$ cat src/rtl/multi_delay_timer_pkg.sv
// Shared types and constants for the multi-channel delay timer.
package timer_pkg;

    // Per-channel FSM state.
    typedef enum logic [0:0] {
        ST_IDLE = 1'b0,
        ST_RUN  = 1'b1
    } chan_state_e;

    // 1 ms base tick from a 1 MHz clock.
    localparam int CLK_PER_TICK_1MHZ_MS = 32'd1000;
    // 10 base ticks per delay unit: 1/100 s.
    localparam int UNITS_PER_CENTISEC   = 32'd10;

    // Smallest counter width able to hold the largest loaded count,
    // (2^delay_w - 1) * units.
    function automatic int min_cnt_w(input int delay_w, input int units);
        longint max_count;
        int     width;
        max_count = ((64'sd1 <<< delay_w) - 64'sd1) * longint'(units);
        width     = $clog2(max_count + 64'sd1);
        if (width < 32'sd1) begin
            width = 32'sd1;
        end else begin
            width = width;
        end
        return width;
    endfunction

endpackage

$ cat src/rtl/multi_delay_timer_if.sv
// Control/status bundle of the delay-timer bank. The master side drives the
// requests; the timer bank is the slave.
interface multi_delay_timer_if #(
    parameter int NUM_CH  = 4,
    parameter int DELAY_W = 8,
    parameter int CNT_W   = 12
);
    logic                        enable;
    logic [NUM_CH-1:0]           start;
    logic [NUM_CH-1:0]           cancel;
    logic [NUM_CH-1:0]           periodic;
    logic [NUM_CH*DELAY_W-1:0]   delay;
    logic [NUM_CH-1:0]           busy;
    logic [NUM_CH-1:0]           done;
    logic [NUM_CH*CNT_W-1:0]     remaining;

    modport master (
        output enable, start, cancel, periodic, delay,
        input  busy, done, remaining
    );

    modport slave (
        input  enable, start, cancel, periodic, delay,
        output busy, done, remaining
    );
endinterface

$ cat src/rtl/multi_delay_timer_channel.sv
// One down-counting delay channel: load on start, count base ticks,
// pulse done on expiry, optionally auto-reload.
module timer_channel
    import timer_pkg::*;
#(
    parameter int DELAY_W         = 8,
    parameter int CNT_W           = 12,
    parameter int UNITS_PER_DELAY = UNITS_PER_CENTISEC
) (
    input  logic               clock,
    input  logic               reset,
    input  logic               tick,
    input  logic               start,
    input  logic               cancel,
    input  logic               periodic,
    input  logic [DELAY_W-1:0] delay,
    output logic               busy,
    output logic               done,
    output logic [CNT_W-1:0]   remaining
);

    localparam logic [CNT_W-1:0] UNITS_C = CNT_W'(UNITS_PER_DELAY);
    localparam logic [CNT_W-1:0] ZERO_C  = {CNT_W{1'b0}};
    localparam logic [CNT_W-1:0] ONE_C   = CNT_W'(32'd1);

    chan_state_e        state_r, state_s;
    logic [CNT_W-1:0]   count_r, count_s;
    logic [CNT_W-1:0]   reload_r, reload_s;
    logic               periodic_r, periodic_s;
    logic               done_r, done_s;
    logic [CNT_W-1:0]   load_s;
    logic               busy_s;
    logic [CNT_W-1:0]   remaining_s;

    // State register: FSM state, count, reload value, mode and done pulse.
    always_ff @(posedge clock or posedge reset) begin
        if (reset) begin
            state_r    <= ST_IDLE;
            count_r    <= ZERO_C;
            reload_r   <= ZERO_C;
            periodic_r <= 1'b0;
            done_r     <= 1'b0;
        end else begin
            state_r    <= state_s;
            count_r    <= count_s;
            reload_r   <= reload_s;
            periodic_r <= periodic_s;
            done_r     <= done_s;
        end
    end

    // Next state: cancel beats start beats tick; a zero-length load expires at once.
    always_comb begin
        state_s    = state_r;
        count_s    = count_r;
        reload_s   = reload_r;
        periodic_s = periodic_r;
        done_s     = 1'b0;
        // Widen before multiplying so the product is never truncated.
        load_s     = CNT_W'(delay) * UNITS_C;
        if (cancel) begin
            state_s = ST_IDLE;
            count_s = ZERO_C;
        end else if (start) begin
            count_s    = load_s;
            reload_s   = load_s;
            periodic_s = periodic;
            if (load_s != ZERO_C) begin
                state_s = ST_RUN;
            end else begin
                state_s = ST_IDLE;
                done_s  = 1'b1;
            end
        end else begin
            case (state_r)
                ST_IDLE: begin
                    state_s = ST_IDLE;
                end
                ST_RUN: begin
                    if (tick) begin
                        if (count_r > ONE_C) begin
                            count_s = count_r - ONE_C;
                        end else begin
                            done_s = 1'b1;
                            if (periodic_r) begin
                                // Reload on the expiring tick so no tick is lost.
                                count_s = reload_r;
                            end else begin
                                count_s = ZERO_C;
                                state_s = ST_IDLE;
                            end
                        end
                    end else begin
                        count_s = count_r;
                    end
                end
                default: begin
                    state_s = ST_IDLE;
                    count_s = ZERO_C;
                end
            endcase
        end
    end

    // Outputs: busy from the state register, remaining forced to zero outside RUN.
    always_comb begin
        busy_s = (state_r == ST_RUN);
        if (state_r == ST_RUN) begin
            remaining_s = count_r;
        end else begin
            remaining_s = ZERO_C;
        end
    end

    assign busy      = busy_s;
    assign done      = done_r;
    assign remaining = remaining_s;

endmodule

$ cat src/rtl/multi_delay_timer.sv
// Bank of independent delay timers sharing one free-running tick prescaler.
module multi_delay_timer
    import timer_pkg::*;
#(
    parameter int NUM_CH          = 4,
    parameter int DELAY_W         = 8,
    parameter int CLK_PER_TICK    = CLK_PER_TICK_1MHZ_MS,
    parameter int UNITS_PER_DELAY = UNITS_PER_CENTISEC,
    parameter int CNT_W           = 12
) (
    input  logic                 clock,
    input  logic                 reset,
    multi_delay_timer_if.slave   bus
);

    localparam int               PRE_W      = (CLK_PER_TICK > 32'sd1) ? $clog2(CLK_PER_TICK) : 32'sd1;
    localparam logic [PRE_W-1:0] PRE_LAST_C = PRE_W'(CLK_PER_TICK - 32'sd1);
    localparam logic [PRE_W-1:0] PRE_ZERO_C = {PRE_W{1'b0}};
    localparam logic [PRE_W-1:0] PRE_ONE_C  = PRE_W'(32'd1);

    logic [PRE_W-1:0]        presc_r, presc_s;
    logic                    tick_s;
    logic [NUM_CH-1:0]       busy_vec_s;
    logic [NUM_CH-1:0]       done_vec_s;
    logic [NUM_CH*CNT_W-1:0] remaining_vec_s;

    // Prescaler register; its phase is never disturbed by channel starts.
    always_ff @(posedge clock or posedge reset) begin
        if (reset) begin
            presc_r <= PRE_ZERO_C;
        end else begin
            presc_r <= presc_s;
        end
    end

    // Prescaler next value and the shared base tick; everything freezes while disabled.
    always_comb begin
        tick_s = bus.enable && (presc_r == PRE_LAST_C);
        if (!bus.enable) begin
            presc_s = presc_r;
        end else if (tick_s) begin
            presc_s = PRE_ZERO_C;
        end else begin
            presc_s = presc_r + PRE_ONE_C;
        end
    end

    for (genvar i = 0; i < NUM_CH; i++) begin : g_ch
        timer_channel #(
            .DELAY_W         (DELAY_W),
            .CNT_W           (CNT_W),
            .UNITS_PER_DELAY (UNITS_PER_DELAY)
        ) u_ch (
            .clock     (clock),
            .reset     (reset),
            .tick      (tick_s),
            .start     (bus.start[i]),
            .cancel    (bus.cancel[i]),
            .periodic  (bus.periodic[i]),
            .delay     (bus.delay[i*DELAY_W +: DELAY_W]),
            .busy      (busy_vec_s[i]),
            .done      (done_vec_s[i]),
            .remaining (remaining_vec_s[i*CNT_W +: CNT_W])
        );
    end

    assign bus.busy      = busy_vec_s;
    assign bus.done      = done_vec_s;
    assign bus.remaining = remaining_vec_s;

endmodule

$ cat src/flat_wrapper.sv
// flat-port wrapper written by rule: the top's interface ports become plain ports
module multi_delay_timer_flat import timer_pkg::*;
#(
    parameter int NUM_CH          = 4,
    parameter int DELAY_W         = 8,
    parameter int CLK_PER_TICK    = CLK_PER_TICK_1MHZ_MS,
    parameter int UNITS_PER_DELAY = UNITS_PER_CENTISEC,
    parameter int CNT_W           = 12
)
  (clock, reset, bus_enable, bus_start, bus_cancel, bus_periodic, bus_delay, bus_busy, bus_done, bus_remaining);
  multi_delay_timer_if #(.NUM_CH(NUM_CH), .DELAY_W(DELAY_W), .CNT_W(CNT_W)) bus_i ();
  input  logic clock;
  input  logic reset;
  input wire logic [$bits(bus_i.enable)-1:0] bus_enable;
  input wire logic [$bits(bus_i.start)-1:0] bus_start;
  input wire logic [$bits(bus_i.cancel)-1:0] bus_cancel;
  input wire logic [$bits(bus_i.periodic)-1:0] bus_periodic;
  input wire logic [$bits(bus_i.delay)-1:0] bus_delay;
  output wire logic [$bits(bus_i.busy)-1:0] bus_busy;
  output wire logic [$bits(bus_i.done)-1:0] bus_done;
  output wire logic [$bits(bus_i.remaining)-1:0] bus_remaining;
  assign bus_i.enable = bus_enable;
  assign bus_i.start = bus_start;
  assign bus_i.cancel = bus_cancel;
  assign bus_i.periodic = bus_periodic;
  assign bus_i.delay = bus_delay;
  assign bus_busy = bus_i.busy;
  assign bus_done = bus_i.done;
  assign bus_remaining = bus_i.remaining;
  multi_delay_timer #(.NUM_CH(NUM_CH), .DELAY_W(DELAY_W), .CLK_PER_TICK(CLK_PER_TICK), .UNITS_PER_DELAY(UNITS_PER_DELAY), .CNT_W(CNT_W)) u_core (.clock(clock), .reset(reset), .bus(bus_i));
endmodule
$ cat config.mk
export PLATFORM = sky130hd
export DESIGN_NAME = multi_delay_timer_flat
export DESIGN_NICKNAME = d
export VERILOG_FILES = /design/src/rtl/multi_delay_timer_pkg.sv /design/src/rtl/multi_delay_timer_if.sv /design/src/rtl/multi_delay_timer_channel.sv /design/src/rtl/multi_delay_timer.sv /design/src/flat_wrapper.sv
export SDC_FILE = /design/constraint.sdc
export NUM_CORES = 1
export LEC_CHECK = 0
export BUFFER_PORTS_ARGS = -buffer_cell sky130_fd_sc_hd__buf_2
export CAP_MARGIN = 10
export CORE_MARGIN = 8
export CORE_UTILIZATION = 41
export CTS_BUF_LIST = sky130_fd_sc_hd__clkbuf_2
export DETAILED_ROUTE_END_ITERATION = 8
export REMOVE_ABC_BUFFERS = 1
export SLEW_MARGIN = 15
export SYNTH_ARGS = -nofsm -noshare
export SYNTH_HDL_FRONTEND = slang
export SYNTH_SLANG_ARGS = --single-unit
$ cat constraint.sdc
create_clock -name clock -period 4.35 [get_ports clock]
set_clock_uncertainty 0.15 [all_clocks]
set_input_delay 0.435 -clock clock [delete_from_list [all_inputs] [get_ports clock]]
set_output_delay 0.435 -clock clock [all_outputs]
set_load 0.05 [all_outputs]
==> summary.md, run 1 <==
| Metric | Value |
|---|---|
| Status | `finished clean` |
| #FFs+latches synth | `around 110` |
| Final Max Tran Viols | `0` |
| Vias in the first global route | `approximately 7300` |
| Slew headroom | `32.6%` |
| Cell Rows | `51` |
| Commonest cells after routing, fill and taps aside | `nand2_1, dfrtp_1, buf_2` |
| CP Buf/Inv Count | `1` |
| Post-CTS setup buffers | `0` |
| DR iter-0 viols | `about 400` |
| CP max stage delay | `0.67 ns` |
| Register Area | `2850 µm²` |
| Arr. time, crit path | `3.90 ns` |
| Pwr dens | `328 nW/µm²` |
| Achievable Freq | `around 290 MHz` |
| CTS HTree Levels | `4` |
| Worst path cell trace | `or4_4 -> or4_4 -> nor2_1 -> o21ai_0 -> a211oi_1 -> dlygate4sd3_1` |
| Vert. Die Dim | `157 µm` |
| Routed Antenna Nets | `0` |
| Final setup violation count | `0` |
| Clock tree sinks | `about 110` |
| Crit. Startpoint | `u_core.g_ch[0].u_ch.count_r[4]` |
| Post-synth cell types | `74` |
| CTS tree | `built` |
| Global-route usage over all layers | `between 10% and 20%` |
| Hold_sp | `bus_delay[11]` |
| Setup TNS Final | `0 ns` |
| Tightest Pin Transition | `1.01 ns` |
| Async SR Flop Fraction | `100%` |
| Cell Area, Synth | `8160 µm²` |
| Hold-fix buffers, CTS | `33` |
| Vias per cell | `~5.4` |
| Clock-pin slew on the worst setup and hold paths | `~0.21 ns` |
| Sequential area share after synthesis | `around a third` |
| Worst Path Required | `roughly 5 ns` |
| DRT Pass-1 Iters | `6` |
| Final period util | `roughly four fifths` |
| Total CTS buffers | `17` |
| Syn avg cell area | `8.30 µm²` |
| Hold_ws | `between 0.09 and 0.1 ns` |
| # DRC | `0` |
| Slowest cell on crit path | `nor2_1` |
| R2R Path Start | `u_core.g_ch[0].u_ch.count_r[4]` |
| CP startpoint kind | `flop` |
| Synthesis Warnings | `0` |
| Largest delay share family, worst path | `simple AND/OR/NAND/NOR gates` |
| CTS root buffer | `clkbuf_2` |
| Gr ovfl total | `0` |
| Area growth, synth to finish | `14.5%` |
| Mapped Cells | `983` |
| MaxCap Viol Count | `0` |
| Ratio of cells with drive above 1 in the final layout | `around 14%` |
| CTS Buffer Depth | `2` |
| First-pass GRT wire length | `roughly 36 mm` |
| Fill cell count | `just under 2000` |
| Buffers on Ports | `102` |
| EDFF count, synth | `0` |
| Worst setup path category | `flop to flop` |
| Most used cell, CP | `or4_4` |
| Leak | `about 4.4 nW` |
| Most common cell after layout, fill and taps aside | `nand2_1` |
| Post-cts resize count | `0` |
| Ports | `just over 100` |
| Avg WL per Cell | `between 15 and 20 µm` |
| Post-Route WL | `approximately 22 mm` |
| Post-route minimum period | `3.39 ns` |
| RSZ-0062 raised after global routing | `false` |
| Initial antenna violation count | `1` |
| Min-delay worst type | `input port to flop` |
| Worst skew pair latency | `0.69 ns` |
| Area occupied by multi-input gates | `a little under 5000 µm²` |
| DR vias | `about 7400` |
| Worst setup EP type | `flop` |
| Largest net degree at the start of global routing | `76` |
| DIE WIDTH | `between 150 and 200 µm` |
| Placer Congestion | `between 0.8 and 0.9` |
| Peak supply drop | `between 0.1 and 0.15 mV` |
| Final hold viol count | `0` |
| Initial Util | `41.8%` |
| Slack of the worst reg-to-reg path | `between 0.9 and 1 ns` |
| Die ar. | `about 25000 µm²` |
| Peak fanout along the critical path | `14` |
| Ys flop type | `dfrtp_1` |
| Nets | `between 1000 and 1500` |
| Core area | `19500 µm²` |
| Post-DP HPWL | `approximately 16 mm` |
[report_power, final]
group	internal [mW]	switching [mW]	leakage, nW
combinational	0.403	0.597	2.78
sequential	1.22	0.193	1.46
clock	0.198	0.448	0.115
[worst min-delay path: cells and delay by family]
family	cells	cell delay, ns
fa+ha+maj	2	0.29
simple gates	2	0.11
buf+inv	1	0.09
[path summary, 6_finish.rpt]
check                                                   to  cells past startpoint
max in group asynchronous   u_core.g_ch[1].u_ch.count_r[1]                      4
min reg2reg                u_core.g_ch[2].u_ch.reload_r[1]                      2
max reg2reg                 u_core.g_ch[0].u_ch.count_r[9]                      6
max                         u_core.g_ch[0].u_ch.count_r[9]                      6
min                        u_core.g_ch[1].u_ch.reload_r[4]                      5
min in group asynchronous  u_core.g_ch[3].u_ch.reload_r[5]                      3
[stage by stage]
| stage | std cells | setup WS [ns] | instance area, µm² | power [mW] | utilization (%) |
|---|---|---|---|---|---|
| after floorplan | 929 | 0.749 | 7900 | 2.12 | - |
| after global placement | 1302 | 1.26 | 8800 | 2.39 | 45.1 |
| after detailed placement | 1302 | 1.21 | 8800 | 2.40 | 45.1 |
| after CTS | 1366 | 1.00 | 9330 | 3.09 | 47.8 |
| after global routing | 1367 | 0.797 | 9340 | 3.29 | 47.8 |
| final | 1367 | 0.956 | 9340 | 3.06 | 47.8 |
[cell families after synthesis]
kind of cell / Yosys count / synth area share [%]
buffers and inverters: 82 / 4.40
XOR/XNOR: 38 / 4.08
adder cells (fa/ha/maj): 61 / 9.73
flip-flops: 114 / 35.0
AND/OR/NAND/NOR: 441 / 26.2
AO/OA/AOI/OAI: 240 / 19.8
multiplexers: 7 / 0.905
[state kept, by name (all words and copies together), names as in the netlist]
name	flops
u_core.g_ch.u_ch.periodic_r	4
u_core.g_ch.u_ch.busy	4
u_core.g_ch.u_ch.reload_r	44
u_core.g_ch.u_ch.count_r	48
u_core.g_ch.u_ch.done	4
u_core.presc_r	10
[routing by layer]
metal | up-vias | track usage [%] | wire (µm)
li1 | 3716 | - | -
met1 | 3503 | 24.3 | 10300
met2 | 189 | 28.8 | 9840
met3 | 24 | 3.48 | 1150
met4 | 0 | 5.76 | 329
met5 | - | 0 | 0
[area by class of cell]
| type | count | area share [%] |
|---|---|---|
| Timing Repair Buffer | 141 | 9.49 |
| Clock buffer | 17 | 0.911 |
| Clock inverter | 14 | 1.26 |
| Sequential cell | 114 | 30.6 |
| Antenna cell | 1 | 0.0268 |
| Inverter | 28 | 1.15 |
| Tap cell | 265 | 3.55 |
| Multi-Input combinational cell | 787 | 53.1 |
[cell usage after synthesis, types with 10 or more instances]
master / count / area [µm²]
nand2b_1: 13 / 81.3
xnor2_1: 23 / 201
clkbuf_1: 38 / 143
buf_4: 10 / 75.1
o21ai_0: 55 / 275
nor4_1: 15 / 93.8
nand3_1: 15 / 75.1
nor2b_1: 10 / 62.6
and2_1: 52 / 325
dfrtp_1: 114 / 2850
nor3_1: 27 / 135
nor2_1: 86 / 323
inv_1: 28 / 105
xor2_1: 15 / 131
a31oi_1: 16 / 100
nand2_1: 171 / 642
ha_1: 57 / 713
a211oi_1: 13 / 97.6
a21oi_1: 51 / 255
(Power assumes the default switching activity.)
==> run 2, diff against run 1 <==
--- a/config.mk
+++ b/config.mk
@@ -5,6 +5,7 @@
 export SDC_FILE = /design/constraint.sdc
 export NUM_CORES = 1
 export LEC_CHECK = 0
+export ABC_AREA = 1
 export BUFFER_PORTS_ARGS = -buffer_cell sky130_fd_sc_hd__buf_2
 export CAP_MARGIN = 10
 export CORE_MARGIN = 8
==> constraint.sdc (replaced) <==
create_clock -name clock -period 2.9 [get_ports clock]
set_clock_uncertainty 0.15 [all_clocks]
set_input_delay 0.29 -clock clock [delete_from_list [all_inputs] [get_ports clock]]
set_output_delay 0.29 -clock clock [all_outputs]
set_load 0.05 [all_outputs]
==> run 2 against run 1 <==
First-iteration DRC count rose by 42%. Clock power rose by 52%. Largest power group unchanged. Highest routed layer unchanged. Sequential share of layout area fell by 2.9 points. Synthesized cell count rose by 35%. Flip-flop and latch count did not move. Synthesized area rose by 7.4%. Worst hold slack got worse by 0.018 ns. Count of clock-buffer cells in the layout rose by 2. Critical endpoint is now u_core.g_ch[2].u_ch.busy. Global-route usage fell by 0.22 points. Critical path depth rose by 10. Power rose by 56%.
==> summary.md, run 2 <==
| Metric | Value |
|---|---|
| Status | `finished clean` |
| Core area | `between 20000 and 25000 µm²` |
| Internal | `~2.8 mW` |
| Reg2reg path depth | `10` |
| Simple-Gate Fraction of Synth Area | `37.3%` |
| Worst setup EP type | `flop` |
| Post-CTS setup buffers | `0` |
| Net Sw Power | `between 2 and 2.5 mW` |
| Mapped Cells | `about 1300` |
| Max reg flops | `48` |
| Final hold viol count | `0` |
| Gr ovfl total | `0` |
| Top cell type's share of synthesized area | `32.6%` |
| Comb pwr share | `about a third` |
| DRT Pass-1 Iters | `5` |
| Post-Route WL | `around 23 mm` |
| First-pass GRT wire length | `approximately 40 mm` |
| Ys flop type | `dfrtp_1` |
| Total CTS buffers | `17` |
| Tightest Pin Transition | `about 0.59 ns` |
| Commonest cells after routing, fill and taps aside | `nand2_1, inv_1, nor2_1` |
| #FFs+latches synth | `about 110` |
| Vias per cell | `about 4.9` |
| WHS Path Cells | `6` |
| CTS HTree Levels | `4` |
| Reg power frac | `between 40 and 50%` |
| Clock tree sinks | `114` |
| MaxCap Viol Count | `0` |
| Area growth, synth to finish | `17.7%` |
| Slew headroom | `between 60% and 70%` |
| Initial Util | `41.7%` |
| Clock power frac | `about a fifth` |
| Sequential area share after synthesis | `roughly 33%` |
| DR iter-0 viols | `~580` |
| DIE WIDTH | `roughly 160 µm` |
| Regs by FF count | `u_core.g_ch.u_ch.count_r x48, u_core.g_ch.u_ch.reload_r x44, u_core.presc_r x10` |
| Largest net degree at the start of global routing | `52` |
| Syn avg cell area | `approximately 6.6 µm²` |
| Synth Area in Adders | `9.06%` |
| Nets | `approximately 1600` |
| Initial antenna violation count | `1` |
| Switching fraction of total power | `between 40% and 50%` |
| # DRC | `0` |
| DR vias | `about 8600` |
| EDFF count, synth | `0` |
| RSZ-0062 raised after global routing | `false` |
| Pwr dens | `about 460 nW/µm²` |
| Leak | `about 5.9 nW` |
| Clock-pin slew on the worst setup and hold paths | `0.19 ns` |
| Setup WS pre-CTS | `between 0.4 and 0.5 ns` |
| Final setup violation count | `0` |
| Global-route usage over all layers | `between 10% and 20%` |
| Cell Rows | `53` |
| Worst skew pair latency | `0.70 ns` |
| Largest Register | `u_core.g_ch.u_ch.count_r` |
| Peak fanout along the critical path | `4` |
| Vias in the first global route | `8308` |
| Compound-Gate Fraction of Synth Area | `slightly above 8%` |
| Worst Path Required | `around 3.3 ns` |
| Mux share of post-synthesis cell area | `0%` |
| Buffers on Ports | `approximately 100` |
| PnR worst setup slack | `roughly 0.060 ns` |
| Placer Congestion | `around 0.84` |
| Most common cell in the netlist | `nand2_1` |
| Most common cell after layout, fill and taps aside | `nand2_1` |
| Avg WL per Cell | `13.0 µm` |
| Ports | `roughly 100` |
| CTS root buffer | `clkbuf_2` |
| Final period util | `a little over nine tenths` |
| Peak supply drop | `about 0.23 mV` |
| Synthesis Warnings | `0` |
| Ratio of cells with drive above 1 in the final layout | `12.4%` |
| Post-DP HPWL | `about 17 mm` |
| Cell Area, Synth | `8760 µm²` |
| Commonest cells post-synth | `nand2_1, inv_1, nor2_1` |
| Arr. time, crit path | `~3.3 ns` |
| Post-synth cell types | `41` |
| Achievable Freq | `352 MHz` |
| Worst setup path category | `input port to flop` |
| Fin cells | `~1800` |
| Synth Area in XOR/XNOR | `between 2 and 3%` |
| Post-route minimum period | `around 2.8 ns` |
| Placed instance count | `around 1700` |
| Min-delay worst type | `input port to flop` |
| Synth top area cells | `dfrtp_1, nand2_1, ha_1` |
| Area leader, netlist | `dfrtp_1` |
| Largest family of logic cells by synthesized area | `simple AND/OR/NAND/NOR gates` |
| CTS Buffer Depth | `2` |
| Routed Antenna Nets | `0` |
| Final Max Tran Viols | `0` |
| Die ar. | `around 26000 µm²` |
| Vert. Die Dim | `around 160 µm` |
| CTS tree | `built` |
| Async SR Flop Fraction | `100%` |
| CP startpoint kind | `input port` |
==> run 2: cell families (layout without fill, tap and decap cells) <==
| group | Yosys count | after routing |
|---|---|---|
| AND/OR/NAND/NOR | 776 | 776 |
| buffers and inverters | 218 | 384 |
| AO/OA/AOI/OAI | 132 | 132 |
| flip-flops | 114 | 114 |
| adder cells (fa/ha/maj) | 61 | 61 |
| XOR/XNOR | 25 | 25 |
| other | 0 | 1 |
==> run 2: path summary, 6_finish.rpt <==
path,from,endpoint,slack [ns]
worst min register to register,u_core.g_ch[2].u_ch.reload_r[2],u_core.g_ch[2].u_ch.reload_r[2],0.34
max in group asynchronous,reset,u_core.g_ch[2].u_ch.reload_r[1],1.26
worst min-delay path,bus_delay[29],u_core.g_ch[3].u_ch.reload_r[6],0.08
min in group asynchronous,reset,u_core.g_ch[3].u_ch.periodic_r,0.57
worst max-delay path,bus_delay[17],u_core.g_ch[2].u_ch.busy,0.06
worst max register to register,u_core.g_ch[0].u_ch.count_r[0],u_core.g_ch[0].u_ch.done,0.24
==> run 2: stage by stage <==
stage                     setup TNS [ns]  utilization [%]  area, µm²  power (mW)  hold slack [ns]
after floorplan                   -63.35                -       8520        3.30            0.226
after global placement                 0             45.1       9470        3.72            0.219
after detailed placement               0             45.1       9470        3.73            0.220
after CTS                              0             48.9      10300        4.80          0.00274
after global routing                   0             49.0      10300        5.16           0.0365
final                                  0             49.0      10300        4.76           0.0751
==> run 2: final cells by class <==
type	count	area, µm²
fillers	2206	10700
multi-input cells	994	5020
flip-flops and latches	114	2850
repair buffers	172	1200
inverters	180	683
well taps	275	344
clock inverters	13	115
clock buffers	19	95.1
diodes	1	2.50
==> run 2: worst max-delay path: stages <==
cell and delay (ns):
dlygate4sd3_1 0.53, buf_2 0.15, ha_1 0.28, ha_1 0.19
inv_1 0.06, fa_1 0.50, inv_1 0.06, nor2_1 0.08
nand3_1 0.07, nor2_1 0.08, nand3_1 0.07, nor2_1 0.09
nand4_1 0.12, nand3_1 0.10, dlygate4sd3_1 0.55, nand2_1 0.05
==> run 2: power by group through the flow <==
| stage | Combinational, mW | Sequential, mW | Clock, mW |
|---|---|---|---|
| global placement | 1.56 | 2.15 | 0 |
| detailed placement | 1.58 | 2.15 | 0 |
| floorplan | 1.21 | 2.09 | 0 |
| finish | 1.65 | 2.13 | 0.982 |
| CTS | 1.65 | 2.12 | 1.03 |
| global route | 1.89 | 2.17 | 1.09 |
==> run 2: what timing repair did <==
item | in CTS | in global routing
hold endpoints to repair | 221 | 0
hold buffers | 59 | 0
endpoints found under the setup margin | 0 | 3
resized for setup | 0 | 7
==> run 2: metal layers <==
metal  up-vias  GRT usage [%]  wire (µm)
li1       4495              -          -
met1      3895           23.8      11300
met2       162           28.9      10400
met3        25           3.16        915
met4         0           5.60        313
met5         -              0          0
==> run 3, diff against run 2 <==
--- a/config.mk
+++ b/config.mk
@@ -8,12 +8,12 @@
 export ABC_AREA = 1
 export BUFFER_PORTS_ARGS = -buffer_cell sky130_fd_sc_hd__buf_2
 export CAP_MARGIN = 10
+export CORE_ASPECT_RATIO = 1.5
 export CORE_MARGIN = 8
 export CORE_UTILIZATION = 41
 export CTS_BUF_LIST = sky130_fd_sc_hd__clkbuf_2
 export DETAILED_ROUTE_END_ITERATION = 8
 export REMOVE_ABC_BUFFERS = 1
-export SLEW_MARGIN = 15
 export SYNTH_ARGS = -nofsm -noshare
 export SYNTH_HDL_FRONTEND = slang
 export SYNTH_SLANG_ARGS = --single-unit
==> run 3 against run 2 <==
Final cell count fell by 0.45%. Clock power up 31%. Routed wire length grew 0.48%. Flip-flop and latch count unchanged. Sequential power barely moved. Critical endpoint is now u_core.g_ch[1].u_ch.done.
==> summary.md, run 3 (synthesized netlist as in run 2, its figures left out) <==
| Metric | Value |
|---|---|
| Vert. Die Dim | `~200 µm` |
| Worst setup EP type | `flop` |
| Nets | `between 1500 and 2000` |
| Placer Congestion | `around 0.83` |
| Slew headroom | `about 61%` |
| DR iter-0 viols | `slightly below 500` |
| WHS Path Cells | `6` |
| CP startpoint kind | `input port` |
| MaxCap Viol Count | `0` |
| Leak | `roughly 5.9 nW` |
| Final setup violation count | `0` |
| Ratio of cells with drive above 1 in the final layout | `between 10% and 20%` |
| Core area | `roughly 21000 µm²` |
| Vias per cell | `4.88` |
| Hold_sp | `bus_delay[29]` |
| Area occupied by multi-input gates | `roughly 5000 µm²` |
| Vias in the first global route | `between 8000 and 9000` |
| Final instance area | `about 10000 µm²` |
| # DRC | `0` |
| Cell Rows | `between 60 and 70` |
| Status | `finished clean` |
| Routed Antenna Nets | `0` |
| DIE WIDTH | `between 100 and 150 µm` |
| Final period util | `between 90% and 100%` |
| Arr. time, crit path | `around 3.3 ns` |
| Setup TNS Final | `0 ns` |
| Post-DP HPWL | `17.6 mm` |
| CTS tree | `built` |
| Fill cell count | `around 2200` |
| Most common cell after layout, fill and taps aside | `nand2_1` |
| Peak supply drop | `approximately 0.19 mV` |
| Post-route minimum period | `2.83 ns` |
| Buffers on Ports | `102` |
| Gr ovfl total | `0` |
| R2R Path Start | `u_core.g_ch[0].u_ch.count_r[0]` |
| Die ar. | `26400 µm²` |
| First-pass GRT wire length | `39.6 mm` |
| Achievable Freq | `353 MHz` |
| Initial antenna violation count | `1` |
| Worst skew pair latency | `roughly 0.73 ns` |
| Total CTS buffers | `17` |
| CTS root buffer | `clkbuf_2` |
| Final hold viol count | `0` |
| Initial Util | `about two fifths` |
| Placed Instance Area | `around 9500 µm²` |
| Regs by FF count | `u_core.g_ch.u_ch.count_r x48, u_core.g_ch.u_ch.reload_r x44, u_core.presc_r x10` |
| Register Area | `about 2900 µm²` |
| Global-route usage over all layers | `18.0%` |
| Clock-pin slew on the worst setup and hold paths | `0.17 ns` |
| Largest Register | `u_core.g_ch.u_ch.count_r` |
| Commonest cells after routing, fill and taps aside | `nand2_1, inv_1, nor2_1` |
| Final Max Tran Viols | `0` |
| Pwr dens | `approximately 490 nW/µm²` |
| Post-CTS setup buffers | `0` |
| Worst setup path category | `input port to flop` |
| DR vias | `~8600` |
| Avg WL per Cell | `roughly 13 µm` |
| Area growth, synth to finish | `18.3%` |
| Peak fanout along the critical path | `3` |
| Clock tree sinks | `114` |
| Min-delay worst type | `input port to flop` |
| Largest net degree at the start of global routing | `67` |
| Tightest Pin Transition | `0.588 ns` |
| Reg2reg path depth | `10` |
| Max reg flops | `between 40 and 50` |
| Crit. Startpoint | `bus_delay[9]` |
| Worst Path Required | `roughly 3.4 ns` |
| DRT Pass-1 Iters | `4` |
| CTS HTree Levels | `4` |
| Post-Route WL | `approximately 23 mm` |
| Ports | `between 100 and 150` |
| CTS Buffer Depth | `2` |
run 3: worst paths after layout:
kind / slack, ns / end
setup / recovery: 0.07 / u_core.g_ch[1].u_ch.done
setup reg to reg: 0.21 / u_core.g_ch[0].u_ch.done
hold / removal: 0.1 / u_core.g_ch[3].u_ch.reload_r[6]
hold reg to reg: 0.35 / u_core.g_ch[1].u_ch.reload_r[1]
min in group asynchronous: 0.49 / u_core.g_ch[1].u_ch.periodic_r
max in group asynchronous: 1.43 / u_core.g_ch[2].u_ch.reload_r[4]
run 3: metrics by stage:
| step | total power, mW | setup slack (ns) | instances | hold WS [ns] | utilization [%] |
|---|---|---|---|---|---|
| 2_1_floorplan | 3.30 | -0.556 | 1288 | 0.226 | - |
| 3_3_place_gp | 3.72 | 0.427 | 1669 | 0.134 | 45.1 |
| 3_5_place_dp | 3.74 | 0.396 | 1669 | 0.135 | 45.1 |
| 4_1_cts | 5.12 | 0.0936 | 1759 | 0.00583 | 49.2 |
| 5_1_grt | 5.44 | -0.00631 | 1760 | 0.0901 | 49.4 |
| 6_report | 5.07 | 0.0679 | 1760 | 0.0972 | 49.4 |
run 3: what timing repair did:
| item | in CTS | in global routing |
|---|---|---|
| setup endpoints to repair | 0 | 3 |
| hold buffers | 58 | 2 |
| gates resized for setup | 0 | 8 |
| hold endpoints to repair | 221 | 4 |
run 3: where the power goes:
part           switching (mW)  internal, mW
logic                    1.04         0.612
registers               0.285          1.84
clock network           0.644         0.648
total                    1.97          3.10
run 3: area by class of cell:
| type | instances | area share (%) |
|---|---|---|
| diodes | 1 | 0.0241 |
| clock buffers | 19 | 0.917 |
| clock inverters | 13 | 1.83 |
| inverters | 180 | 6.59 |
| multi-input cells | 994 | 48.3 |
| flip-flops and latches | 114 | 27.5 |
| well taps | 268 | 3.24 |
| repair buffers | 171 | 11.6 |
run 3: per-layer routing:
metal	track usage (%)	vias up	part of all wire, %
met4	7.68	0	2.4
met5	0	-	0
met1	19.9	3921	42
li1	-	4487	-
met3	2.65	37	3.2
met2	33.0	148	52
run 3: critical path, cell delays in order:
cell	delay, ns
dlygate4sd3_1	0.53
buf_2	0.15
ha_1	0.28
ha_1	0.18
inv_1	0.06
fa_1	0.50
inv_1	0.07
nor2_1	0.09
nand3_1	0.08
nor2_1	0.09
nand3_1	0.07
nor2_1	0.08
nand4_1	0.15
a21oi_1	0.16
dlygate4sd3_1	0.55
